**config.mk**
```make
export PLATFORM = sky130hd
export DESIGN_NAME = philv_mem_stage
export DESIGN_NICKNAME = d
export VERILOG_FILES = /design/src/rtl/philv_mem_stage.sv
export SDC_FILE = /design/constraint.sdc
export NUM_CORES = 1
export LEC_CHECK = 0
export CORE_MARGIN = 3
export CORE_UTILIZATION = 27
export DETAILED_ROUTE_END_ITERATION = 7
export SYNTH_ARGS = -nofsm -noshare
export SYNTH_HDL_FRONTEND = slang
export SYNTH_SLANG_ARGS = --single-unit
```
**constraint.sdc**
```tcl
create_clock -name clk -period 5.5 [get_ports clk]
set_input_delay 1.1 -clock clk [delete_from_list [all_inputs] [get_ports clk]]
set_output_delay 1.1 -clock clk [all_outputs]
set_load 0.1 [all_outputs]
```
**src/rtl/philv_mem_stage.sv**
```systemverilog
// philv_mem_stage: data-memory access stage of the multicycle core.
// Takes the effective address, store data and funct3 from execute and runs
// one access on a single-port, word-addressed memory using a
// req/gnt/rvalid handshake. It returns extended load data or store
// completion to writeback, and flags misaligned, illegal-size and
// timed-out accesses.
//
// state | meaning
// IDLE  | ready for a new access (req_ready = 1)
// REQ   | mem_req held with stable address/lanes until mem_gnt
// WAIT  | load granted; waiting for mem_rvalid or timeout
// DONE  | one-cycle resp_valid pulse
//
// Ports:
//   clk, rst                  clock, async active-high reset
//   req_valid/req_ready       access handshake from execute
//   req_store/req_funct3      access kind and size
//   req_addr/req_wdata        byte address, store data
//   mem_req/mem_we/mem_addr/mem_wdata/mem_be   memory request side
//   mem_gnt/mem_rvalid/mem_rdata               memory response side
//   resp_valid/resp_rdata/resp_err/resp_err_code  completion to writeback
module philv_mem_stage #(
  parameter int BUS_WIDTH = 32,
  parameter int TIMEOUT   = 255
) (
  input  logic                 clk,
  input  logic                 rst,
  input  logic                 req_valid,
  output logic                 req_ready,
  input  logic                 req_store,
  input  logic [2:0]           req_funct3,
  input  logic [BUS_WIDTH-1:0] req_addr,
  input  logic [BUS_WIDTH-1:0] req_wdata,
  output logic                 mem_req,
  output logic                 mem_we,
  output logic [BUS_WIDTH-1:0] mem_addr,
  output logic [BUS_WIDTH-1:0] mem_wdata,
  output logic [3:0]           mem_be,
  input  logic                 mem_gnt,
  input  logic                 mem_rvalid,
  input  logic [BUS_WIDTH-1:0] mem_rdata,
  output logic                 resp_valid,
  output logic [BUS_WIDTH-1:0] resp_rdata,
  output logic                 resp_err,
  output logic [1:0]           resp_err_code
);

  typedef enum logic [1:0] {IDLE, REQ, WAIT, DONE} state_t;

  localparam logic [1:0]  ERR_NONE  = 2'b00;
  localparam logic [1:0]  ERR_ALIGN = 2'b01;
  localparam logic [1:0]  ERR_SIZE  = 2'b10;
  localparam logic [1:0]  ERR_TOUT  = 2'b11;
  // Timeout fires on the TIMEOUT-th WAIT cycle (counter starts at 0).
  localparam logic [31:0] TO_LAST   = (TIMEOUT > 0) ? 32'(TIMEOUT - 1) : 32'd0;

  state_t      state, state_n;
  logic [31:0] addr_q;
  logic        store_q;
  logic [2:0]  f3_q;
  logic [31:0] cnt;

  logic        illegal, misaligned;
  logic [3:0]  be_n;
  logic [31:0] wdata_n;
  logic [31:0] rd_shift;
  logic [31:0] load_ext;
  logic        fin_load;
  logic        fin_err;
  logic [1:0]  fin_code;

  // Size/alignment decode on the incoming request.
  always_comb begin
    illegal    = 1'b0;
    misaligned = 1'b0;
    case (req_funct3)
      3'b000, 3'b001, 3'b010: illegal = 1'b0;
      3'b100, 3'b101:         illegal = req_store;
      default:                illegal = 1'b1;
    endcase
    if (req_funct3[1:0] == 2'b01) misaligned = req_addr[0];
    if (req_funct3 == 3'b010)     misaligned = (req_addr[1:0] != 2'b00);
  end

  // Store lane placement; loads carry no byte enables.
  always_comb begin
    be_n    = 4'b0000;
    wdata_n = req_wdata;
    case (req_funct3[1:0])
      2'b00: begin
        be_n    = 4'b0001 << req_addr[1:0];
        wdata_n = {4{req_wdata[7:0]}};
      end
      2'b01: begin
        be_n    = 4'b0011 << req_addr[1:0];
        wdata_n = {2{req_wdata[15:0]}};
      end
      default: be_n = 4'b1111;
    endcase
    if (!req_store) be_n = 4'b0000;
  end

  // Load extraction from the returned word.
  always_comb begin
    rd_shift = mem_rdata >> {addr_q[1:0], 3'b000};
    case (f3_q)
      3'b000:  load_ext = {{24{rd_shift[7]}}, rd_shift[7:0]};
      3'b001:  load_ext = {{16{rd_shift[15]}}, rd_shift[15:0]};
      3'b100:  load_ext = {24'd0, rd_shift[7:0]};
      3'b101:  load_ext = {16'd0, rd_shift[15:0]};
      default: load_ext = mem_rdata;
    endcase
  end

  // Next state plus the response to latch on entry to DONE.
  always_comb begin
    state_n  = state;
    fin_load = 1'b0;
    fin_err  = 1'b0;
    fin_code = ERR_NONE;
    case (state)
      IDLE: begin
        if (req_valid) begin
          if (illegal) begin
            state_n  = DONE;
            fin_err  = 1'b1;
            fin_code = ERR_SIZE;
          end else if (misaligned) begin
            state_n  = DONE;
            fin_err  = 1'b1;
            fin_code = ERR_ALIGN;
          end else begin
            state_n = REQ;
          end
        end
      end
      REQ: begin
        if (mem_gnt) state_n = store_q ? DONE : WAIT;
      end
      WAIT: begin
        if (mem_rvalid) begin
          state_n  = DONE;
          fin_load = 1'b1;
        end else if ((TIMEOUT != 0) && (cnt == TO_LAST)) begin
          state_n  = DONE;
          fin_err  = 1'b1;
          fin_code = ERR_TOUT;
        end
      end
      DONE:    state_n = IDLE;
      default: state_n = IDLE;
    endcase
  end

  always_ff @(posedge clk or posedge rst) begin
    if (rst) state <= IDLE;
    else     state <= state_n;
  end

  always_ff @(posedge clk or posedge rst) begin
    if (rst) begin
      addr_q        <= '0;
      store_q       <= 1'b0;
      f3_q          <= 3'b000;
      mem_be        <= 4'b0000;
      mem_wdata     <= '0;
      cnt           <= '0;
      resp_rdata    <= '0;
      resp_err      <= 1'b0;
      resp_err_code <= ERR_NONE;
    end else begin
      if (state == IDLE && req_valid) begin
        addr_q    <= req_addr;
        store_q   <= req_store;
        f3_q      <= req_funct3;
        mem_be    <= be_n;
        mem_wdata <= wdata_n;
      end
      if (state == REQ && mem_gnt) cnt <= '0;
      else if (state == WAIT)      cnt <= cnt + 32'd1;
      if (state_n == DONE && state != DONE) begin
        resp_rdata    <= fin_load ? load_ext : 32'd0;
        resp_err      <= fin_err;
        resp_err_code <= fin_code;
      end
    end
  end

  assign req_ready  = (state == IDLE);
  assign mem_req    = (state == REQ);
  assign mem_we     = (state == REQ) && store_q;
  assign mem_addr   = {addr_q[31:2], 2'b00};
  assign resp_valid = (state == DONE);

endmodule

```
### Word level (Yosys, flattened, before mapping)

Index checks and enable logic that the tools add are counted.

* bits of input ports: 105
* bits in registers: 141

* eq/ne operators: 14
* reductions and logical operators: 12
* multiplexer cells: 32
* $add $sub $neg: 1
* shift-type cells: 3

Operator list (number)
* one-hot mux 32 bit (4 select lines): 1
* two-way mux 32 bit: 3
* one-hot mux 32 bit (2 select lines): 1
* adder 32 x 1 -> 32 bit (second input constant): 1
* == test 32 x 8 -> 1 bit (second input constant): 1
* right shift 32 x 5 -> 16 bit: 1
* two-way mux 2 bit: 10
* == test 3 bit (second input constant): 4
* two-way mux 1 bit: 11
* one-hot mux 2 bit (4 select lines): 1
* one-hot mux 4 bit (2 select lines): 1
* == test 2 bit (second input constant): 3
* == test 3 x 1 -> 1 bit (second input constant): 2
* zero test 3 bit: 2
* == test 2 x 1 -> 1 bit (second input constant): 2
* logical AND 1 bit: 4
* zero test 2 bit: 2
* two-way mux 4 bit: 1
* one-hot mux 1 bit (2 select lines): 2
* one-hot mux 2 bit (2 select lines): 1
* nonzero test 2 bit: 2
* left shift 1 x 2 -> 4 bit (first input constant): 1
* left shift 2 x 2 -> 4 bit (first input constant): 1
* == test 3 x 2 -> 1 bit (second input constant): 1
* other kinds (3): 3

### Logic depth before layout (Yosys ltp)

* word-level depth: 9
* mapped depth: 7
* mapped depth without buffers: 6

### Least setup slack after synthesis

OpenSTA, ideal clock, no wires.

* kind: reg-to-output
* from: register state[0]
* to: output mem_we
* path slack: 1.645 ns
* buffers on the path: 0
* arrival: 2.755 ns
* cell stages (with the launch flop): 3
* cell sequence: dfrtp_1 -> nor2b_1 -> and2_1

* longest elaborated chain between the ends: 2

RTL lines
* start: declaration: RTL line 57 `state_t state, state_n;`
* start signal: assignment: RTL line 157 `else state <= state_n;`
* == test 2 x 1 -> 1 bit
* via mem_req: RTL line 34 `output logic mem_req,`
* logical AND 1 bit: RTL line 191 `assign mem_we = (state == REQ) && store_q;`
* end: declaration: RTL line 35 `output logic mem_we,`

The timed path passes the listed nets, and every way through them passes these cells.

### Final worst setup path

* from: register state[0]
* to: output mem_we

* longest elaborated chain between the ends: 2

RTL lines (RTL line)
* == test 2 x 1 -> 1 bit: 191
* logical AND 1 bit: 191

No other way between the ends.

==> qor.txt <==
initial DRC count - 315
commonest non-fill, non-tap cells in the layout - clkdlybuf4s50_1, nand2_1, dfrtp_1
max-cap viol count - 0
syn avg cell area - 9.201 sq um
GRT met2 Usage - 23.72%
CP max-delay cell - clkdlybuf4s50_1
Critical Path AT - 2.44 ns
Hold WC Path Type - flip-flop to flip-flop
final number of setup-violating endpoints - 0
initial core utilization - 27.82%
Layout Nets - 1016
FFs w/ async S/R, synth - 100.0%
cell family with most CP delay - buffers and inverters
post-layout util - 39.03%
core area - 24600 sq um
cell row count - 57
Worst Skew - 0.01274 ns
unrepaired setup endpoints after global routing - no
Max Fclk - 282.9 MHz
CTS Hold Bufs - 0
post-route DRC violation count - 0
Critical path buffers and inverters - 1
Inserted Diodes - 0
most common cell after layout, fill and taps aside - clkdlybuf4s50_1
detailed placement HPWL - 14630 um
status - finished, final reports clean
antenna violations before repair - 0
WS Path Type - flip-flop to primary output
Routed Wire Length - 20720 um
Detailed Routing Iterations Pass 1 - 4
Yosys warnings - 0
top_reg_cell synth - dfrtp_1
post-placement setup slack - 1.651 ns
post-CTS sizing - 0
DIE AREA - 27300 sq um
Crit Path Max Fanout - 9
Post-synth EDFFs - 0
final slew viol count - 0
Final min period - 3.535 ns
Detail Route Antenna Nets - 0
I/O pins - 212
Area Overhead vs Synth - 40.29%
H-Tree Depth - 4
Setup Buffers After CTS - 0
first-pass GRT wire length - 32570 um
Post-Synthesis Cell Area - 6845 sq um
via count - 5878
average routed wire per standard cell - 16.63 um
clock-pin transition on the worst setup and hold timing paths - 0.06 ns
Min Hold Slack - 0.4716 ns
Required @ worst endpoint - 4.40 ns
GRT Util Overall - 15.26%
grt met3 use - 5.612%
crit path cell chain - nor2b_1, and2_1, clkdlybuf4s50_1
CTS Buffer Depth - 2
CTS buffer count - 17
Clk Latency, worst-skew pair - 0.42 ns
Critical Path Sink Type - primary output
Chip Height - 165.2 um
Seq/Total Area, Yosys - 51.54%
Tcrit/Tclk final - 64.27%
post-route setup slack - 1.965 ns
Yosys reg bits - 141
relative slew slack - 23.58%
Setup TNS - 0 ns
measured slew at the worst slew-check pin - 1.143 ns
layout cells sized above 1 - 5.315%
final hold vios - 0
met1 Track Usage GR - 20.20%
crit-path max cell delay - 1.12 ns
post-synthesis cell count - 744
RD Place Congestion - 0.7481
IO Port Bufs - 209
vias in the first global route - 5892
startpoint types - flip-flop
grt total ovfl - 0
largest net degree at the start of global routing - 97
CTS Sinks - 141
CTS tree - yes
Vias/cell - 4.717
Top Usage Layer GRT - met2
Die W - 165.2 um
Root Driver - clkbuf_16
synth unique cells - 49
-- worst reg2reg max path: cells and delay by family (launching register included) --
family	cells	cell delay [ns]
buffers and inverters	1	0.26
AOI/OAI and AO/OA	3	1.10
DFF	1	0.46
and+or+nand+nor	2	0.84
-- final timing paths --
kind,start,endpoint,slack (ns),depth (start not counted)
max in group asynchronous,rst,resp_rdata[12],3.32,3
min reg2reg,addr_q[27],addr_q[27],0.47,2
min in group asynchronous,rst,addr_q[10],1.13,2
min,addr_q[27],addr_q[27],0.47,2
max,state[0],mem_we,1.96,3
max reg2reg,state[1],resp_err_code[0],2.73,6
-- flip-flops by register name, summed over array words and instances (netlist names) --
signal,flops
store_q,1
addr_q,32
f3_q,3
mem_wdata,32
mem_be,4
resp_rdata,32
resp_err,1
state,2
cnt,32
resp_err_code,2
-- metrics by stage --
stage	instance area, sq um	std cells
3_3_place_gp	8996	1214
4_1_cts	9603	1246
3_5_place_dp	8996	1214
2_1_floorplan	6849	745
6_report	9603	1246
5_1_grt	9603	1246
-- cell usage after synthesis, drive strengths merged, types with 2 or more instances --
master | n | area (sq um)
nand2b | 2 | 12.51
o21ai | 67 | 339.1
nor2b | 3 | 18.77
mux2i | 45 | 450.4
nor4 | 8 | 65.06
nand2 | 195 | 732.0
a21oi | 26 | 130.1
a21o | 2 | 15.01
nor2 | 62 | 235.2
clkbuf | 28 | 105.1
nor3 | 2 | 15.01
a31oi | 2 | 12.51
buf | 42 | 304.0
nand3 | 17 | 90.09
o31ai | 10 | 75.07
o2bb2ai | 32 | 286.5
o211ai | 11 | 82.58
nand3b | 2 | 15.01
and2 | 4 | 25.02
and4 | 2 | 17.52
ha | 2 | 25.02
dfrtp | 141 | 3528
nand4 | 12 | 75.07
inv | 9 | 33.78
a211o | 2 | 17.52
a311o | 2 | 20.02
-- logic make-up after synthesis --
group | share of synthesized area (%)
buf+inv | 6.470
simple gates | 20.03
xor+xnor | 0.1280
fa+ha+maj | 0.3655
other cells | 0.05478
compound gates | 14.66
mux | 6.745
flops | 51.54
-- routing by layer --
metal / part of all wire [%] / vias to the layer above / wire [um]
li1: - / 2872 / -
met1: 44 / 2800 / 9212
met2: 46 / 188 / 9594
met3: 8.3 / 18 / 1726
met4: 0.88 / 0 / 183
met5: 0 / - / 0
-- final cells by class --
cell class / count / area [sq um]
fillers: 2518 / 15000
flip-flops and latches: 141 / 3528
multi-input cells: 525 / 2887
repair buffers: 215 / 2137
clock buffers: 19 / 442.9
well taps: 324 / 405.4
clock inverters: 13 / 163.9
inverters: 9 / 38.79
Power is left out: the tool's default activity adds up to more than one toggle a clock period on the data nets, which glitch-free logic cannot reach.
